==> config.mk <==
export PLATFORM = sky130hd
export DESIGN_NAME = systolic_array_nxn
export DESIGN_NICKNAME = d
export VERILOG_FILES = /design/src/rtl/systolic_array_nxn.sv
export SDC_FILE = /design/constraint.sdc
export NUM_CORES = 2
export LEC_CHECK = 0
export CORE_UTILIZATION = 45
export DETAILED_ROUTE_END_ITERATION = 8
export GPL_TIMING_DRIVEN = 0
export PLACE_DENSITY_LB_ADDON = 0.3
export SLEW_MARGIN = 10
export SYNTH_ARGS = -nofsm -noshare
export SYNTH_HDL_FRONTEND = slang
export SYNTH_SLANG_ARGS = --single-unit
==> constraint.sdc <==
create_clock -name clk -period 9.7 [get_ports clk]
set_input_delay 1.94 -clock clk [delete_from_list [all_inputs] [get_ports clk]]
set_output_delay 1.94 -clock clk [all_outputs]
set_load 0.01 [all_outputs]
==> src/rtl/systolic_array_nxn.sv <==
// systolic_array_nxn: N x N weight-stationary systolic matrix-vector engine.
// Define SYSTOLIC_SATURATE_EN for saturating partial sums (default: wrap).
module systolic_array_nxn #(
  parameter int N          = 4,
  parameter int DATA_WIDTH = 8,
  parameter int ACC_WIDTH  = 20
) (
  input  logic                    clk,
  input  logic                    reset,
  input  logic                    w_valid,
  input  logic [$clog2(N)-1:0]    w_row,
  input  logic [N*DATA_WIDTH-1:0] w_data,
  input  logic                    start,
  input  logic                    x_valid,
  output logic                    x_ready,
  input  logic                    x_last,
  input  logic [N*DATA_WIDTH-1:0] x_data,
  output logic                    y_valid,
  output logic [N*ACC_WIDTH-1:0]  y_data,
  output logic                    busy,
  output logic                    done
);
  localparam int RW = $clog2(N);
  localparam int CW = $clog2(2*N+1);
  localparam int PW = 2*DATA_WIDTH;

  typedef enum logic [1:0] {
    S_IDLE,
    S_STREAM,
    S_DRAIN
  } state_e;

  state_e                 state_q;
  logic [CW-1:0]          cnt_q;
  logic                   x_ready_q;
  logic                   busy_q;
  logic                   done_q;
  logic                   y_valid_q;
  logic [N*ACC_WIDTH-1:0] y_q;
  logic [2*N-1:0]         vld_q;
  logic                   acc;

  logic [DATA_WIDTH-1:0] w_q  [N][N];
  logic [DATA_WIDTH-1:0] sk_q [N][N];
  logic [DATA_WIDTH-1:0] xr_q [N][N-1];
  logic [DATA_WIDTH-1:0] xin  [N][N];
  logic [ACC_WIDTH-1:0]  pin  [N][N];
  logic [ACC_WIDTH-1:0]  ps_q [N][N];
  logic [ACC_WIDTH-1:0]  ps_d [N][N];
  logic [ACC_WIDTH-1:0]  ds_q [N][N-1];
  logic [ACC_WIDTH-1:0]  col  [N];

  assign acc     = x_ready_q & x_valid;
  assign x_ready = x_ready_q;
  assign busy    = busy_q;
  assign done    = done_q;
  assign y_valid = y_valid_q;
  assign y_data  = y_q;

  always_ff @(posedge clk or negedge reset) begin
    if (!reset) begin
      state_q   <= S_IDLE;
      cnt_q     <= '0;
      x_ready_q <= 1'b0;
      busy_q    <= 1'b0;
      done_q    <= 1'b0;
    end else begin
      done_q <= 1'b0;
      unique case (state_q)
        S_IDLE: begin
          if (start) begin
            state_q   <= S_STREAM;
            x_ready_q <= 1'b1;
            busy_q    <= 1'b1;
          end
        end
        S_STREAM: begin
          if (x_valid && x_last) begin
            state_q   <= S_DRAIN;
            x_ready_q <= 1'b0;
            cnt_q     <= '0;
          end
        end
        S_DRAIN: begin
          // one spare count so done trails the last result
          if (cnt_q == CW'(2*N)) begin
            state_q <= S_IDLE;
            busy_q  <= 1'b0;
            done_q  <= 1'b1;
          end else begin
            cnt_q <= cnt_q + CW'(1);
          end
        end
        default: state_q <= S_IDLE;
      endcase
    end
  end

  always_ff @(posedge clk or negedge reset) begin
    if (!reset) begin
      for (int i = 0; i < N; i++)
        for (int j = 0; j < N; j++)
          w_q[i][j] <= '0;
    end else if (w_valid && state_q == S_IDLE) begin
      for (int i = 0; i < N; i++)
        if (w_row == RW'(i))
          for (int j = 0; j < N; j++)
            w_q[i][j] <= w_data[j*DATA_WIDTH +: DATA_WIDTH];
    end
  end

  always_comb begin
    for (int i = 0; i < N; i++) begin
      xin[i][0] = sk_q[i][i];
      for (int j = 1; j < N; j++)
        xin[i][j] = xr_q[i][j-1];
    end
    for (int j = 0; j < N; j++)
      pin[0][j] = '0;
    for (int i = 1; i < N; i++)
      for (int j = 0; j < N; j++)
        pin[i][j] = ps_q[i-1][j];
    for (int j = 0; j < N-1; j++)
      col[j] = ds_q[j][N-2-j];
    col[N-1] = ps_q[N-1][N-1];
  end

  always_comb begin : pe_math
    logic [PW-1:0] p;
`ifdef SYSTOLIC_SATURATE_EN
    logic [ACC_WIDTH:0] s;
    s = '0;
`endif
    p = '0;
    for (int i = 0; i < N; i++) begin
      for (int j = 0; j < N; j++) begin
        p = PW'(w_q[i][j]) * PW'(xin[i][j]);
`ifdef SYSTOLIC_SATURATE_EN
        s = {1'b0, pin[i][j]} + (ACC_WIDTH+1)'(p);
        ps_d[i][j] = s[ACC_WIDTH] ? '1 : s[ACC_WIDTH-1:0];
`else
        ps_d[i][j] = pin[i][j] + ACC_WIDTH'(p);
`endif
      end
    end
  end

  always_ff @(posedge clk or negedge reset) begin
    if (!reset) begin
      vld_q     <= '0;
      y_valid_q <= 1'b0;
      y_q       <= '0;
      for (int i = 0; i < N; i++) begin
        for (int j = 0; j < N; j++) begin
          sk_q[i][j] <= '0;
          ps_q[i][j] <= '0;
        end
        for (int j = 0; j < N-1; j++) begin
          xr_q[i][j] <= '0;
          ds_q[i][j] <= '0;
        end
      end
    end else begin
      vld_q     <= {vld_q[2*N-2:0], acc};
      y_valid_q <= vld_q[2*N-1];
      if (vld_q[2*N-1])
        for (int j = 0; j < N; j++)
          y_q[j*ACC_WIDTH +: ACC_WIDTH] <= col[j];
      for (int i = 0; i < N; i++) begin
        sk_q[i][0] <= acc ? x_data[i*DATA_WIDTH +: DATA_WIDTH] : '0;
        for (int k = 1; k <= i; k++)
          sk_q[i][k] <= sk_q[i][k-1];
        for (int j = 0; j < N-1; j++)
          xr_q[i][j] <= xin[i][j];
        for (int j = 0; j < N; j++)
          ps_q[i][j] <= ps_d[i][j];
      end
      // column j waits N-1-j cycles so all lanes land together
      for (int j = 0; j < N-1; j++) begin
        ds_q[j][0] <= ps_q[N-1][j];
        for (int k = 1; k < N-1-j; k++)
          ds_q[j][k] <= ds_q[j][k-1];
      end
    end
  end

endmodule
==> Implementation_results.wiki <==
{| class="wikitable"
! Metric !! Value
|-
| Number of global-route vias before repair || 43.3k
|-
| Sequential cell fraction of total power || 25.4%
|-
| Share of the yosys chip area belonging to registers || 31.9%
|-
| Clock tree from TritonCTS || done
|-
| Pin slew with the least headroom to its limit || 927 ps
|-
| Number of sinks handled by clock tree synthesis || 792
|-
| Max FO, Critical Path || 9
|-
| Count of synthesis-stage warnings from yosys || 0
|-
| Library cell with the highest instance count after synthesis || inv_1
|-
| Routed via count divided by cell count || 4.93
|-
| Top cell type's share of synthesized area || 31.9%
|-
| Sink of the worst hold path || ds_q[171]
|-
| Cell area after synthesis || 0.0621 mm2
|-
| Required @ worst endpoint || 10,240 ps
|-
| Num CTS Buffers || 89
|-
| Leading area contributor after synthesis || dfrtp_1
|-
| Endpoint of the worst-slack reg-to-reg timing path || col[17]
|-
| Kind of end point of the critical path || flip-flop
|-
| HP Class || reg -> reg
|-
| Clock slew seen by the registers of the worst setup and hold paths || 60 ps
|-
| Worst Hold Depth || 0
|-
| Core Area || 0.136 mm2
|-
| Post-route clock period utilization || 53.5%
|-
| Remaining antenna violation count || 0
|-
| Source of the worst register-to-register timing path || w_q[6]
|-
| Number of violations of the max-capacitance limit || 0
|-
| Number of max-slew violations in the final report || 0
|-
| Worst-path cell with the longest stage delay || a2111oi_0
|-
| Fmax || 193 MHz
|-
| Final setup violation count || 0
|-
| Row cnt || 135
|-
| Cell variety after synth || 64
|-
| Initial core utilization || 45.6%
|-
| Antenna violations before repair || 13
|-
| Residual DRC || 0
|-
| Worst-case clock skew || 34.5 ps
|-
| H-tree lvl count || 3
|-
| Worst Hold Launch || ps_q[51]
|-
| IO Count || 156
|-
| Maximum root-to-sink buffer count || 3
|-
| Setup Fix Bufs, Post-CTS || 0
|-
| CP peak stage delay || 660 ps
|-
| Final core utilization || 50.9%
|-
| Clock Latency Late Sink || 700 ps
|-
| Minimum setup slack among reg-to-reg paths || 4510 ps
|-
| Number of port buffers || 151
|-
| First-pass GRT wire length || 215,000 um
|-
| Proportion of layout cells with a drive suffix above 1 || 6.40%
|-
| Min Tclk post-route || 5190 ps
|-
| Pleak || 36.4 nW
|-
| Worst Reg2Reg Path Length in Cells || 16
|-
| Violation count after the first detailed-route iteration || 1,834
|-
| Pwr per Cell Area || 327 mW/mm2
|-
| Most frequent cells after synthesis || inv_1, dfrtp_1, fa_1, and2_1, ha_1
|-
| Die Span Y || 373 um
|-
| Final-layout setup total negative slack || 0 ps
|-
| Critical path cell sequence || clkbuf_1 > nand2_1 > fa_1 > inv_1 > fa_1 > inv_1 > fa_1 > fa_1 > inv_1 > ha_1 > o21a_1 > a2111oi_0 > o21ai_0 > a21boi_0 > o31ai_1 > xnor2_1
|-
| Logic gate share of total power || 58.5%
|-
| Post-Synthesis Mean Instance Area || 10.6 um2
|-
| Overflow left after global routing || 0
|-
| Cell internal power dissipation || 12.8 mW
|-
| All-layer global routing usage || 19.0%
|-
| Max-Slew Margin vs Limit || 38.2%
|-
| Count of hold-fix buffers inserted at cts || 0
|-
| Outcome || complete, no violations
|-
| CTS-repair resized insts || 0
|-
| Total net switching power || 9.88 mW
|-
| Routed length per instance || 15.4 um
|-
| Final Hold Vio Count || 0
|-
| Commonest register cell after synthesis || dfrtp_1
|-
| Final weighted congestion in routability-driven placement || 0.861
|-
| Fill cell instance count of the final layout || 12.3k
|-
| Highest ir drop seen on vdd || 197 uV
|-
| HPWL Detailed || 99,200 um
|-
| Clk pwr share || 16.1%
|-
| Register cell area after layout || 0.0198 mm2
|-
| Synthesized instance count || 5,876
|-
| Die outline width || 373 um
|-
| RSZ-0062 raised after global routing || no
|-
| Post-synthesis to final-layout area growth || 11.6%
|-
| Final-stage net count || 7,565
|-
| Routed wire length || 123,000 um
|-
| Switching Fraction || 43.6%
|-
| Critical path type || reg -> reg
|-
| Register bit total from synthesis || 792
|-
| Multi-input gate area || 0.0367 mm2
|-
| CTS root buf || clkbuf_16
|-
| Top cells by area in the synthesized netlist || dfrtp_1, fa_1, ha_1
|-
| Arrival time at the worst endpoint || 5730 ps
|-
| Asr flop ratio synth || 100%
|-
| Most prevalent standard cell on the critical path || fa_1
|-
| Maximum number of pins on one net before global-route repair || 117
|-
| Via count of the routed design || 39.4k
|-
| Setup crit start kind || flip-flop
|-
| Number of optimization iterations in the first detailed-route pass || 5
|-
| Die outline area || 0.139 mm2
|-
| Post-synth EDFFs || 0
|}
[per-stage QoR]
stage | std cells | total power [mW] | area (um2) | setup slack (ps) | hold WS [ps]
after floorplan | 5879 | 15.7 | 62100 | 5060 | 331
after global placement | 7811 | 19.0 | 65800 | -27960 | 332
after detailed placement | 7821 | 19.2 | 66100 | 4530 | 335
after CTS | 7982 | 23.1 | 69300 | 4510 | 342
after global routing | 7982 | 25.4 | 69300 | 4260 | 348
final | 7987 | 22.7 | 69300 | 4510 | 337
[registers in the layout, summed over array words and instances (netlist names), 57 cells and up]
name	count
y_data	76
ds_q	57
ps_q	57
w_q	128
sk_q	80
pin	204
xin	96
col	76
[critical path, delay by kind of cell, from the launching register on]
family | cells | cell delay [ps]
compound gates | 5 | 1660
simple gates | 1 | 140
fa+ha+maj | 5 | 2300
xor+xnor | 1 | 140
buf+inv | 4 | 490
flops | 1 | 320
[layout by cell type, fill, tap and decap left out, drive strengths merged, types with 5 or more instances in the layout]
cell,n
a211oi,30
a21o,58
a21oi,146
a311oi,7
a31oi,13
and2,617
and3,44
buf,24
bufinv,16
clkbuf,179
clkdlybuf4s50,150
clkinv,21
clkinvlp,5
dfrtp,792
diode,5
fa,748
ha,614
inv,1414
mux2,204
nand2,486
nand2b,15
nand3,30
nand4,12
nor2,100
nor2b,26
nor3,27
nor4,6
o211ai,14
o21a,21
o21ai,99
o21bai,19
o31a,9
o31ai,6
or2,6
or3,8
xnor2,132
xor2,48
[kinds of logic (layout without fill, tap and decap cells)]
| kind of cell | count (synthesis) | after routing | share of synthesized area, % |
|---|---|---|---|
| other cells | 1 | 9 | 0.00604 |
| flops | 792 | 792 | 31.9 |
| compound gates | 457 | 457 | 4.66 |
| mux | 206 | 206 | 3.73 |
| simple gates | 1391 | 1391 | 11.6 |
| buf+inv | 1487 | 1809 | 9.02 |
| fa+ha+maj | 1362 | 1362 | 36.5 |
| xor+xnor | 180 | 180 | 2.54 |
[worst max-delay path by stage]
stage                 start        to  slack (ps)  cells past startpoint
CTS                  w_q[4]   col[17]        4510                     16
global placement      reset  vld_q[0]      -27960                      1
detailed placement   w_q[4]   col[17]        4530                     16
global route         w_q[6]   col[17]        4260                     16
floorplan           w_q[30]  ps_q[76]        5060                     16
finish               w_q[6]   col[17]        4510                     16
[power by group through the flow]
stage	clock network, mW	logic, mW	registers, mW
final	3.66	13.3	5.75
after global routing	3.89	15.6	5.94
after CTS	3.77	13.5	5.77
after detailed placement	0	13.4	5.82
after global placement	0	13.2	5.86
after floorplan	0	10.4	5.36
[area by class of cell]
cell class | count | area share [%]
Antenna cell | 5 | 0.0181
Buffer | 80 | 0.460
Clock buffer | 112 | 3.57
Clock inverter | 49 | 1.06
Inverter | 1407 | 7.62
Multi-Input combinational cell | 3600 | 52.9
Sequential cell | 792 | 28.6
Tap cell | 1781 | 3.22
Timing Repair Buffer | 161 | 2.53
[routing by layer]
layer	share of wire [%]	global-route usage (%)
met5	0.093	0
met4	2.4	4.51
met3	4.2	3.22
met2	51	34.4
met1	42	23.6
No activity file was read; power rests on OpenSTA's default activity.
